**src/rtl/vec_load_unit.sv**
```systemverilog
// Vector unit-stride/strided load: one scalar request per element, packs elements into a VLEN buffer.
// Single outstanding request; buffer is written to the regfile in one beat, done pulses one cycle.
module vec_load_unit #(
  parameter int XLEN    = 32,
  parameter int VLEN    = 512,
  parameter int MDATA_W = 32
) (
  input  logic               clk,
  input  logic               reset,
  input  logic               start,
  input  logic [XLEN-1:0]    base_addr,
  input  logic [XLEN-1:0]    stride,
  input  logic [1:0]         mop,
  input  logic [2:0]         width,
  input  logic [XLEN-1:0]    vl,
  input  logic [4:0]         vd_addr,
  output logic               mem_req_valid,
  input  logic               mem_req_ready,
  output logic [XLEN-1:0]    mem_addr,
  input  logic               mem_resp_valid,
  input  logic [MDATA_W-1:0] mem_resp_data,
  output logic               wr_en,
  output logic [4:0]         wr_addr,
  output logic [VLEN-1:0]    wr_data,
  output logic               busy,
  output logic               done,
  output logic               illegal
);

  localparam int CW = $clog2(VLEN/8);
  localparam int VW = CW + 1;
  localparam int SW = $clog2(VLEN);
  localparam logic [2:0] W8  = 3'b000;
  localparam logic [2:0] W16 = 3'b101;
  localparam logic [2:0] W32 = 3'b110;

  typedef enum logic [2:0] {
    S_IDLE, S_CHECK, S_REQ, S_WAIT, S_WRITE, S_DONE_ERR
  } state_t;

  state_t            state_q, state_d;
  logic [XLEN-1:0]   ea_q, ea_d;
  logic [XLEN-1:0]   stride_q, stride_d;
  logic [1:0]        mop_q, mop_d;
  logic [2:0]        width_q, width_d;
  logic [4:0]        vd_q, vd_d;
  logic [VW-1:0]     eff_vl_q, eff_vl_d;
  logic [CW-1:0]     cnt_q, cnt_d;
  logic [VLEN-1:0]   buf_q, buf_d;
  logic              illegal_q, illegal_d;

  logic [VW-1:0]      vlmax_in;
  logic [VW-1:0]      eff_vl_in;
  logic               legal_w;
  logic               misaligned;
  logic [XLEN-1:0]    unit_step;
  logic [XLEN-1:0]    step;
  logic [MDATA_W-1:0] elem_mask;
  logic [MDATA_W-1:0] elem;
  logic [SW-1:0]      shamt;
  logic               last_elem;

  // VLMAX of the incoming EEW, used to clamp vl at capture time
  always_comb begin
    case (width)
      W8:      vlmax_in = VW'(VLEN/8);
      W16:     vlmax_in = VW'(VLEN/16);
      default: vlmax_in = VW'(VLEN/32);
    endcase
    eff_vl_in = (vl < XLEN'(vlmax_in)) ? vl[VW-1:0] : vlmax_in;
  end

  always_comb begin
    legal_w    = 1'b1;
    unit_step  = XLEN'(4);
    misaligned = (ea_q[1:0] != 2'b00);
    elem_mask  = MDATA_W'(32'hFFFF_FFFF);
    shamt      = SW'(cnt_q) << 5;
    case (width_q)
      W8: begin
        unit_step  = XLEN'(1);
        misaligned = 1'b0;
        elem_mask  = MDATA_W'(8'hFF);
        shamt      = SW'(cnt_q) << 3;
      end
      W16: begin
        unit_step  = XLEN'(2);
        misaligned = ea_q[0];
        elem_mask  = MDATA_W'(16'hFFFF);
        shamt      = SW'(cnt_q) << 4;
      end
      W32:     ;
      default: legal_w = 1'b0;
    endcase
  end

  assign step      = (mop_q == 2'b10) ? stride_q : unit_step;
  assign elem      = (mem_resp_data >> {ea_q[1:0], 3'b000}) & elem_mask;
  assign last_elem = ({1'b0, cnt_q} == (eff_vl_q - VW'(1)));

  always_comb begin
    state_d       = state_q;
    ea_d          = ea_q;
    stride_d      = stride_q;
    mop_d         = mop_q;
    width_d       = width_q;
    vd_d          = vd_q;
    eff_vl_d      = eff_vl_q;
    cnt_d         = cnt_q;
    buf_d         = buf_q;
    illegal_d     = illegal_q;
    mem_req_valid = 1'b0;
    mem_addr      = '0;
    wr_en         = 1'b0;
    wr_addr       = '0;
    wr_data       = '0;
    done          = 1'b0;
    illegal       = 1'b0;
    busy          = (state_q != S_IDLE);

    case (state_q)
      S_IDLE: begin
        if (start) begin
          state_d   = S_CHECK;
          ea_d      = base_addr;
          stride_d  = stride;
          mop_d     = mop;
          width_d   = width;
          vd_d      = vd_addr;
          eff_vl_d  = eff_vl_in;
          cnt_d     = '0;
          buf_d     = '0;
          illegal_d = 1'b0;
        end
      end
      S_CHECK: begin
        if (!legal_w || mop_q[0]) begin
          illegal_d = 1'b1;
          state_d   = S_DONE_ERR;
        end else if (eff_vl_q == '0) begin
          state_d = S_DONE_ERR;
        end else begin
          state_d = S_REQ;
        end
      end
      S_REQ: begin
        if (misaligned) begin
          illegal_d = 1'b1;
          buf_d     = '0;
          state_d   = S_DONE_ERR;
        end else begin
          mem_req_valid = 1'b1;
          mem_addr      = {ea_q[XLEN-1:2], 2'b00};
          if (mem_req_ready) state_d = S_WAIT;
        end
      end
      S_WAIT: begin
        if (mem_resp_valid) begin
          buf_d = buf_q | (VLEN'(elem) << shamt);
          if (last_elem) begin
            state_d = S_WRITE;
          end else begin
            cnt_d   = cnt_q + CW'(1);
            ea_d    = ea_q + step;
            state_d = S_REQ;
          end
        end
      end
      S_WRITE: begin
        wr_en   = 1'b1;
        wr_addr = vd_q;
        wr_data = buf_q;
        done    = 1'b1;
        state_d = S_IDLE;
      end
      S_DONE_ERR: begin
        done    = 1'b1;
        illegal = illegal_q;
        state_d = S_IDLE;
      end
      default: state_d = S_IDLE;
    endcase
  end

  always_ff @(posedge clk) begin
    if (reset) begin
      state_q   <= S_IDLE;
      ea_q      <= '0;
      stride_q  <= '0;
      mop_q     <= '0;
      width_q   <= '0;
      vd_q      <= '0;
      eff_vl_q  <= '0;
      cnt_q     <= '0;
      buf_q     <= '0;
      illegal_q <= 1'b0;
    end else begin
      state_q   <= state_d;
      ea_q      <= ea_d;
      stride_q  <= stride_d;
      mop_q     <= mop_d;
      width_q   <= width_d;
      vd_q      <= vd_d;
      eff_vl_q  <= eff_vl_d;
      cnt_q     <= cnt_d;
      buf_q     <= buf_d;
      illegal_q <= illegal_d;
    end
  end

endmodule

```
**config.mk**
```make
export PLATFORM = sky130hd
export DESIGN_NAME = vec_load_unit
export DESIGN_NICKNAME = d
export VERILOG_FILES = /design/src/rtl/vec_load_unit.sv
export SDC_FILE = /design/constraint.sdc
export NUM_CORES = 2
export LEC_CHECK = 0
export BUFFER_PORTS_ARGS = -buffer_cell sky130_fd_sc_hd__clkbuf_2
export CAP_MARGIN = 40
export CORE_AREA = 2 2 270 272
export CTS_CLUSTER_DIAMETER = 50
export DETAILED_ROUTE_END_ITERATION = 8
export DIE_AREA = 0 0 272 274
export HOLD_SLACK_MARGIN = 0.05
export PLACE_DENSITY = 0.68
export SYNTH_ARGS = -nofsm -noshare
export SYNTH_HDL_FRONTEND = slang
export SYNTH_SLANG_ARGS = --single-unit
export TNS_END_PERCENT = 1
```
**constraint.sdc**
```tcl
create_clock -name clk -period 4.3 [get_ports clk]
set_clock_uncertainty 0.15 [all_clocks]
set_input_delay 0.43 -clock clk [delete_from_list [all_inputs] [get_ports clk]]
set_output_delay 0.43 -clock clk [all_outputs]
set_load 0.03 [all_outputs]
```
; Word level (Yosys, flattened, before mapping)
; Cells that the tools add are included.
[totals]
reg_bits = 603
input_bits = 143
elab_cells = 93
[classes]
add_sub_neg = 3
order_cmp = 1
eq_ne = 16
shift = 2
n_mux = 41
bitwise = 2
n_reduce_logical = 18
[op_table]
columns = operator, n
row1 = $mux W512, 4
row2 = $pmux W512 S3, 1
row3 = $or A512 B512 Y512, 1
row4 = $shl A32 B9 Y512, 1
row5 = $mux W32, 6
row6 = $pmux W32 S2, 2
row7 = $add A32 B32 Y32, 1
row8 = $and A32 B32 Y32, 1
row9 = $lt A32 B7 Y1, 1
row10 = $shr A32 B5 Y32, 1
row11 = $mux W3, 7
row12 = $mux W6, 3
row13 = $pmux W9 S2, 1
row14 = $eq A3 B3 Y1 const B, 5
row15 = $pmux W7 S2, 1
row16 = $pmux W3 S4, 1
row17 = $pmux W6 S2, 1
row18 = $reduce_and A4 Y1, 3
row19 = $ne A2 B2 Y1 const B, 5
row20 = $logic_not A3 Y1, 3
row21 = $mux W1, 9
row22 = $reduce_bool A3 Y1, 3
row23 = $eq A6 B7 Y1, 1
row24 = $logic_not A7 Y1, 1
row25 = 18 further kinds, 20

; Depth between registers and ports, before layout
[logic_depth]
depth_word = 7
depth_mapped = 17
mapped_depth_nobuf = 14

; Least setup slack after synthesis
; OpenSTA, ideal clock, no wires.
[synth_path]
kind = reg-to-reg
startpoint = reg width_q[2]
endpoint = reg ea_q[26]
setup_ns = 0.091
arrival_ns = 3.722
t_required_ns = 4.059
setup_slack_ns = 0.337
stages_incl_launch_ff = 18
n_path_buf = 4
synth_period_minus_slack_ns = 3.963
cell_sequence = dfxtp_1 buf_2 or3_1 buf_2 buf_2 clkbuf_1 o21ai_0 ha_1 inv_1 fa_1 nand2b_1 a21oi_1 o21ai_2 a21oi_1 a31o_2 o31ai_1 or4_1 a311oi_1
[synth_between]
elab_chain_cells = 7
[synth_lines]
columns = element, line
row1 = start: declaration, 45  ; logic [2:0] width_q, width_d;
row2 = start signal: assignment, 202  ; width_q <= width_d;
row3 = $eq A3 B3 Y1 / $logic_not A3 Y1 (equally long branches), 79  ; case (width_q)
row4 = $pmux W3 S2 *, 79
row5 = $mux W32 *, 97  ; assign step = (mop_q == 2'b10) ? stride_q : unit_step;
row6 = $add A32 B32 Y32 *, 164  ; ea_d = ea_q + step;
row7 = $mux W32 *, 160  ; if (last_elem) begin
row8 = $mux W32 *, 158  ; if (mem_resp_valid) begin
row9 = $pmux W32 S2 *, 121  ; case (state_q)
row10 = end signal: assignment, 188  ; ea_q <= '0;
row11 = end signal: assignment, 199  ; ea_q <= ea_d;
row12 = end: declaration, 42  ; logic [XLEN-1:0] ea_q, ea_d;
; Mark *: on every way between the ends. The rest lies on a longest branch, timed or not. The select of a mux whose other input is x is not followed.
; A chain may end at the register's enable or synchronous reset.

; Worst setup path in the final report
[layout_path]
startpoint = reg width_q[1]
endpoint = reg ea_q[26]
; Same word-level chain as after synthesis.

==> flow_summary.toml <==
[outcome]
status = "complete, no violations"

[floorplan]
dieArea_um2 = 74500
num_rows = 99
core-area_um2 = 72000
num_io_pins = 697
die_h_um = 274
dieWidth_um = 272
start_util = 0.373

[clock_tree]
post_cts_buffers = 0
tritoncts = "done"
htreeDepth = 3
cts_sinks = 603
cts_root_buf = "clkbuf_16"
clkLatencyLatePin_ns = 0.63
clk_path_buf_depth = 3
path_clk_slew_ns = 0.06
cts_buffers = 74

[worst_hold_path]
hold_path.class = "in2reg"
holdPathStages = 4

[synth]
synth_seq_cells = 603
ys.warnings.count = 0
avgSynthCellArea_um2 = 8.63
synthFlopType = "dfxtp_1"
ys_types = 77
ys_seq_area_frac = 0.449
syn_area_um2 = 26900
syn_inst = 3114
synth_edf_count = 0
synthArstFlopShare = 0

[critical_path]
worstPathArrival_ns = 4.14
crit_slowest_cell = "or4_1"
path_max_fanout = 10
cpPeakStageDelay_ns = 0.47
path_class = "reg2reg"
cp.required_ns = 4.69
reg2reg_depth = 14
path_buf_inv = 2
start_kind = "flip-flop"
worstPathCellList = "buf_4 > nand2b_1 > or2_2 > o21ai_0 > inv_1 > fa_1 > nand2b_1 > a21oi_1 > o21ai_2 > a21oi_1 > a31o_2 > o31ai_1 > or4_1 > a311oi_1"
cp-end-kind = "flip-flop"
path_delay_family = "compound AO/OA/AOI/OAI gates"
critical_path_cell_count = 14

[final_layout]
final_common_cell = "clkbuf_2"
layout-drive-gt1-share = 0.266
design_area_um2 = 34500
nets = 3924
utilization = 0.480
area_growth_pct = 28.6
layout_common_cells = "clkbuf_2 (694), dfxtp_1 (603), and3_1 (527), nor2_1 (335), a21oi_1 (323)"

[pwr]
p_per_area_nw_per_um2 = 470
total_power_mw = 16.2
p_leak_nw = 16.6
ir_worst_vdd_mv = 0.283

[detailed_routing]
viasPerCell = 5.57
detail-route-antenna-nets = 0
post_drt_wl_per_cell_um = 22.8
drtIter0Drc = 2432
postRouteWirelength_um = 108000
num_vias = 26500
drc_errors = 0
firstDrtPassIters = 7

[sta]
fin_tns_setup_ns = 0
slew_violations = 0
max-slew-margin-rel = 0.292
finalCritPeriodShare = 0.873
hold_viol = 0
fin_crit_ns = 3.75
tightestPinTransition_ns = 1.06
rsz0062_at_grt = "no"
finalSetupViolations = 0
max_freq_mhz = 267

[grt]
grt_pass1_wl_um = 156000
grt-ovfl-total = 0
grt_pass1_vias = 24200
grt_max_degree = 230
antenna_found_initial = 13
track_usage = 0.275

[place]
place.gp.congestion = 0.887
port-buffer-count = 694
hpwl_um = 75400
placed_area_um2 = 31300

[run]
max-cap-violations = 0
[power by group]
part	total, mW	internal [mW]	leakage [nW]	switching (mW)
combinational	3.96	1.00	10.5	2.96
clock	6.31	3.64	1.20	2.67
sequential	5.97	5.80	4.87	0.170
[flip-flops by register name (all words and copies together), names as in the netlist]
name	cells
eff_vl_q	7
width_q	3
illegal_q	1
buf_q	512
vd_q	5
ea_q	32
stride_q	32
cnt_q	6
state_q	3
mop_q	2
[logic make-up (layout without fill, tap and decap cells)]
family / after synthesis / in the layout / share of synthesized area
simple gates: 1294 / 1294 / 0.257
other cells: 1 / 8 / 0.000140
compound gates: 781 / 781 / 0.200
fa+ha+maj: 36 / 36 / 0.0170
xor+xnor: 30 / 30 / 0.00978
flops: 603 / 603 / 0.449
mux: 45 / 45 / 0.0173
buf+inv: 324 / 1010 / 0.0494
[per-layer routing]
metal / vias to the layer above / share of wire / track usage
met2: 1157 / 0.46 / 0.438
met4: 16 / 0.038 / 0.104
met3: 221 / 0.085 / 0.0652
met5: - / 0.00086 / 0
li1: 12400 / - / -
met1: 12700 / 0.42 / 0.360
[per-stage QoR]
step | cells | hold slack, ns | worst slack (ns)
2_1_floorplan | 3115 | 0.267 | 0.337
3_3_place_gp | 4544 | 0.276 | 0.554
3_5_place_dp | 4557 | 0.293 | 0.541
4_1_cts | 4760 | 0.0558 | 0.563
5_1_grt | 4761 | 0.0826 | 0.262
6_report | 4766 | 0.0867 | 0.548
[area by class of cell]
cell class	count	area, um2
well taps	959	1200
diodes	6	15.0
flip-flops and latches	603	12100
inverters	21	86.3
clock inverters	35	445
clock buffers	97	2050
fillers	6956	37400
multi-input cells	2188	13600
repair buffers	857	5060
[path summary, 6_finish.rpt]
check	startpoint	to	slack, ns
max	width_q[1]	ea_q[26]	0.55
min	base_addr[29]	ea_q[29]	0.09
max reg2reg	width_q[1]	ea_q[26]	0.55
min reg2reg	stride_q[22]	stride_q[22]	0.30
[tightest hold or removal path: cells and delay by family]
kind	cells	cell delay, ns
AND/OR/NAND/NOR	2	0.14
AO/OA/AOI/OAI	1	0.18
buffers and inverters	1	0.09
[Yosys cell counts (10+ instances only)]
cell	count	area share
dfxtp_1	603	0.45
and3_1	527	0.12
nor2_1	351	0.049
a21oi_1	325	0.061
a22o_1	266	0.087
clkbuf_1	254	0.035
nand2_1	187	0.026
and2_1	62	0.014
o21ai_0	53	0.0099
ha_1	35	0.016
mux2i_1	33	0.012
buf_2	31	0.0058
nand3_1	29	0.0054
a22oi_1	27	0.0075
nor3_1	25	0.0047
nor2b_1	21	0.0049
a211oi_1	20	0.0056
inv_1	18	0.0025
xnor2_1	16	0.0052
a311oi_1	14	0.0046
xor2_1	14	0.0046
a21o_1	12	0.0034
mux2_2	12	0.0050
buf_4	11	0.0031
nor2_4	11	0.0046
nor3_2	10	0.0037
nor4_1	10	0.0023
[timing repair]
item,4_1_cts,5_1_grt
hold endpoints to repair,71,0
resized for setup,0,0
hold buffers,71,0
(Power assumes the default switching activity.)
